$ cat src/rtl/mux4_serializer_pkg.sv
// Shared constants for the 4:1 mux serializer: state encodings and select-index helpers.
package mux4_serializer_pkg;

    localparam logic [0:0] ST_IDLE = 1'b0;
    localparam logic [0:0] ST_SEND = 1'b1;

    localparam logic [1:0] IDX_FIRST_LSB = 2'd0;
    localparam logic [1:0] IDX_FIRST_MSB = 2'd3;

    function automatic logic [1:0] first_idx(input bit msb_first);
        return msb_first ? IDX_FIRST_MSB : IDX_FIRST_LSB;
    endfunction

    // The final index of a word is the first index of the opposite order.
    function automatic logic [1:0] last_idx(input bit msb_first);
        return msb_first ? IDX_FIRST_LSB : IDX_FIRST_MSB;
    endfunction

endpackage

$ cat src/rtl/mux4_serializer_mux.sv
// 4:1 case-based mux, identical to the one in the downstream mux stage.
module mux4to1_case (
    input  logic [3:0] d,
    input  logic [1:0] s,
    output logic       y
);

    always_comb begin
        y = 1'b0;
        case (s)
            2'd0: y = d[0];
            2'd1: y = d[1];
            2'd2: y = d[2];
            2'd3: y = d[3];
            default: y = 1'b0;
        endcase
    end

endmodule

$ cat src/rtl/mux4_serializer.sv
// Latches a 4-bit word and walks the 4:1 mux select across it, one bit per output beat.
module mux4_serializer
    import mux4_serializer_pkg::*;
#(
    parameter bit MSB_FIRST = 1'b0
) (
    input  logic       clk,
    input  logic       rst_n,
    input  logic       in_valid,
    output logic       in_ready,
    input  logic [3:0] in_data,
    output logic       out_valid,
    input  logic       out_ready,
    output logic       out_bit,
    output logic       out_last,
    output logic [1:0] sel,
    output logic       busy
);

    localparam logic [1:0] IDX_FIRST = first_idx(MSB_FIRST);
    localparam logic [1:0] IDX_LAST  = last_idx(MSB_FIRST);
    localparam logic [1:0] IDX_STEP  = MSB_FIRST ? 2'd3 : 2'd1;

    logic [0:0] state_q, state_d;
    logic [3:0] hold_q, hold_d;
    logic [1:0] sel_q, sel_d;
    logic       mux_bit;
    logic       in_xfer;
    logic       out_beat;

    mux4to1_case u_mux (
        .d (hold_q),
        .s (sel_q),
        .y (mux_bit)
    );

    assign busy      = (state_q == ST_SEND);
    assign out_valid = busy;
    assign out_last  = busy && (sel_q == IDX_LAST);
    assign out_bit   = busy && mux_bit;
    assign sel       = sel_q;

    // Reload on the final beat is what allows gap-free back-to-back words.
    assign in_ready = rst_n && (!busy || (out_last && out_ready));
    assign in_xfer  = in_valid && in_ready;
    assign out_beat = out_valid && out_ready;

    always_comb begin
        state_d = state_q;
        hold_d  = hold_q;
        sel_d   = sel_q;
        if (in_xfer) begin
            state_d = ST_SEND;
            hold_d  = in_data;
            sel_d   = IDX_FIRST;
        end else if (out_beat) begin
            if (out_last)
                state_d = ST_IDLE;
            else
                sel_d = sel_q + IDX_STEP;
        end
    end

    always_ff @(posedge clk) begin
        if (!rst_n) begin
            state_q <= ST_IDLE;
            hold_q  <= 4'd0;
            sel_q   <= IDX_FIRST;
        end else begin
            state_q <= state_d;
            hold_q  <= hold_d;
            sel_q   <= sel_d;
        end
    end

endmodule

$ cat config.mk
export PLATFORM = sky130hd
export DESIGN_NAME = mux4_serializer
export DESIGN_NICKNAME = d
export VERILOG_FILES = /design/src/rtl/mux4_serializer_pkg.sv /design/src/rtl/mux4_serializer_mux.sv /design/src/rtl/mux4_serializer.sv
export SDC_FILE = /design/constraint.sdc
export NUM_CORES = 1
export LEC_CHECK = 0
export BUFFER_PORTS_ARGS = -buffer_cell sky130_fd_sc_hd__buf_2
export CAP_MARGIN = 10
export CELL_PAD_IN_SITES_DETAIL_PLACEMENT = 0
export CELL_PAD_IN_SITES_GLOBAL_PLACEMENT = 1
export CORE_AREA = 10 10 47 49
export DETAILED_ROUTE_END_ITERATION = 8
export DIE_AREA = 0 0 57 59
export GPL_ROUTABILITY_DRIVEN = 0
export GPL_TIMING_DRIVEN = 0
export PLACE_DENSITY_LB_ADDON = 0.25
export SETUP_SLACK_MARGIN = 0.5
export SYNTH_ARGS = -nofsm -noshare
export SYNTH_HDL_FRONTEND = slang
export SYNTH_SLANG_ARGS = --single-unit
$ cat constraint.sdc
create_clock -name clk -period 1.5 [get_ports clk]
set_input_delay 0.15 -clock clk [delete_from_list [all_inputs] [get_ports clk]]
set_output_delay 0.15 -clock clk [all_outputs]
set_load 0.05 [all_outputs]
==> impl_summary.md <==
Clocking
The number of buffers added by the clock tree synthesis step is 3. The clock passes through at most 2 buffers. CTS built an H-tree with a depth of 1.

For this design, the CTS-stage hold fixing added 0 buffers. The clock slew seen by the registers of the worst setup and hold paths is 60 ps. The CTS tree is done. At the later pin of the worst-skew pair, clock insertion delay measures 260 ps. For this design, the sink count on the clock tree is 7.

The cell at the root of the clock tree is clkbuf_4.

Place
The placed cell count is 72. In this run the cell area measured after placement is 526.8 µm². After legalization and detailed placement, the total HPWL measured 687.5 µm. In this run the tool buffered the top-level ports with 14 buffer cells.

Route
Dividing the detail-routed via count by the number of cells gives 4.300. In the final routed layout, each cell accounts on average for 11.06 µm. The routed layout has 344 vias. The remaining number of nets flagged by the antenna check after routing is 0. The DRC violation count after routing is 0.

The first detailed-routing pass ran for 5 iterations. The detailed router finished its first iteration with 11 violations. After detailed routing, the total wire length is 885 µm.

Global routing
The largest net degree at the start of global routing is 9. The initial antenna violation count was 0. The wire length of the first global-routing pass is 1490 µm.

In the global route stage, overall resource usage came out at 5.717%. The via count of the first global-routing pass is 366. Summed over all layers, the global routing overflow is 0.

Logic synthesis
The most instantiated flip-flop cell in the synthesis netlist is dfxtp_1. The synthesized design spends more area on one cell type than any other, namely dfxtp_1. The unique cell type count in the Yosys netlist is 18. Synthesis produced a netlist with a net count of 54. The sequential cell area fraction in the yosys report is 35.33%.

Each instance of the synthesized netlist takes up on average 9.444 µm². After synthesis, the share of flip-flops with an asynchronous set or reset is 0%. The synthesized netlist occupies a cell area of 396.6 µm². The count of flip-flops with a built-in enable after synthesis is 0.

Summed over its instances, the top area cell type makes up 35.33% of the synthesized netlist area. Counting flops and latches in the post-synthesis netlist gives 7. The number of warnings issued by yosys is 0.

The synthesized instance count is 42. Ranked by total cell area, the synthesized netlist is headed by dfxtp_1 35%, ha_1 13%, mux2i_1 13%.

Timing
The max-slew violation total from the final report is 0. Setup repair after global routing could not meet its margin everywhere. Adding up every negative setup slack in the final design gives -215.6 ps. For the final database, setup skew stands at 7.012 ps. The slew at the pin closest to its max-slew limit is 486.8 ps. Hold timing on the final database bottoms out at a slack of 121.0 ps. The number of setup violations in the final report is 2. The final setup slack of the worst path is -178.2 ps. The fmax is 595.9 MHz. The routed design could run at a clock period as short as 1678 ps. In the finished design, the share of the clock period the worst path needs comes to 111.9%. The final count of hold timing violations is 0. Measured against its own limit, the worst slew margin works out to 67.55%.

Power
The internal power consumption is 355.2 µW. Combinational logic is responsible for 26.2% of the overall power. IR analysis of the VDD net gives a maximum drop of 0.0005518 V. The total leakage power is 0.0003074 µW. The switching part of the total is 31.48%. The relative contribution of the clock network to total power is 33.8%. The power per cell area is 767.3 nW/µm². The share of total power dissipated in sequential elements is 40.1%.

The power spent charging and discharging nets is 163.2 µW.

Floorplan
The die extent in y is 59 µm. The top-level I/O count is 15. The floorplan step defined a die boundary enclosing 3363 µm². Once the floorplan was initialized, standard cells occupied 28.30% of the core. After floorplanning, the core was sized to cover 1401 µm². The number of placement rows is 14. Measured along the x axis, the die boundary spans 57 µm.

Setup path
The kind of end point of the critical path is an output pin. The critical path contains buffers and inverters numbering 2 combined. The worst path arrival time is 1530 ps. For the worst setup path, the data required time is 1350 ps. Of all nets on the critical path, the largest fanout is 4. STA classifies the critical path startpoint as a flop. The cell family with the largest share of critical-path delay is compound AO/OA/AOI/OAI gates. Traced cell by cell, the critical path runs through inv_4, ha_4, a222oi_1, a21oi_4, buf_6. On the worst path, the slowest cell contributes a delay of 440 ps. The setup path with the least slack is of type reg2out. The cell with the largest stage delay on the worst path is a222oi_1.

Cells and area
The fraction of final layout cells sized beyond drive strength 1 is 56.25%. The number of nets at the end of the flow is 77. The filler cell count in the final layout is 140. The number of antenna diodes in the final layout is 0. The final core utilization is 48.21%. The post-layout instance count excluding filler cells is 80.

The area added between synthesis and finish is 70.35%. The final standard cell area without fillers is 675.6 µm².

Status
The checks that failed: setup timing. The flow ran to the end, but the final reports show violations.

Worst hold path
The tightest min-delay check is of the in2reg type.

Flow run
The number of max-cap violations is 0.
[cell usage after synthesis, drive strengths merged, types with 2 or more instances]
cell type / count
dfxtp: 7
inv: 7
mux2i: 5
nand2: 5
ha: 4
nor2: 3
o21ai: 2
[cell families after synthesis]
family	count (synthesis)	share of synthesized area, %
xor+xnor	1	2.209
compound gates	6	12.93
fa+ha+maj	4	12.62
mux	5	12.62
simple gates	11	15.78
buf+inv	8	8.519
flops	7	35.33
[per-stage QoR]
step | power (µW) | setup slack, ps
after CTS | 522.0 | -241.0
after detailed placement | 318.6 | -39.87
final | 518.4 | -178.2
after floorplan | 288.8 | 66.43
after global routing | 555.0 | -228.0
after global placement | 318.1 | -40.14
[sequential cells by signal, summed over array words and instances, names as in the netlist]
register and flops:
sel 2, hold_q 4, busy 1
[path summary, 6_finish.rpt]
kind	to	slack, ps	cells after the start	startpoint
max	out_bit	-180	5	sel[0]
min	hold_q[1]	120	3	in_data[1]
max reg2reg	hold_q[2]	190	7	sel[1]
min reg2reg	hold_q[0]	460	2	hold_q[0]
[layout make-up]
| class | instances | area (µm²) | share of cell area (%) |
|---|---|---|---|
| Multi-Input combinational cell | 27 | 274.0 | 40.56 |
| Clock inverter | 1 | 5.005 | 0.7407 |
| Timing Repair Buffer | 18 | 162.7 | 24.07 |
| Sequential cell | 7 | 151.4 | 22.41 |
| Tap cell | 16 | 20.02 | 2.963 |
| Inverter | 7 | 28.78 | 4.259 |
| Buffer | 1 | 11.26 | 1.667 |
| Clock buffer | 3 | 22.52 | 3.333 |
[placed cells by master (no fill, tap or decap), types with 2 or more instances in the layout]
master,netlist,routed
buf_8,0,3
buf_2,0,7
dfxtp_1,7,4
nand2_1,4,4
buf_6,0,7
mux2i_1,5,5
dfxtp_4,0,3
nor2_1,2,2
ha_4,0,2
buf_4,1,2
ha_1,4,2
clkbuf_4,0,3
inv_1,7,6
[worst reg2reg max path, stage by stage, from the launching register on]
cell and delay, ps:
dfxtp_4 380, ha_4 140, buf_6 110, a21boi_4 50, buf_6 110, buf_6 120, nor2_4 150, mux2i_1 190
[what timing repair did]
item                                    CTS  global route
pin swaps                                 5             2
endpoints found under the setup margin   13            14
cloned                                    0             0
setup buffers                             1             3
gates resized for setup                  20             7
[per-layer routing]
metal,global-route usage (%),routed length (µm),up-vias
li1,-,-,180
met4,1.007,0,0
met1,5.615,375,153
met3,5.365,88,0
met2,8.837,421,11
met5,0,0,-
[power by group through the flow]
| stage | combinational, µW | clock [µW] | sequential (µW) |
|---|---|---|---|
| after floorplan | 65.6 | 0 | 223 |
| after global placement | 108 | 0 | 211 |
| after detailed placement | 108 | 0 | 211 |
| after CTS | 128 | 186 | 208 |
| after global routing | 146 | 199 | 210 |
| final | 136 | 175 | 208 |
No activity file was read; power rests on OpenSTA's default activity.
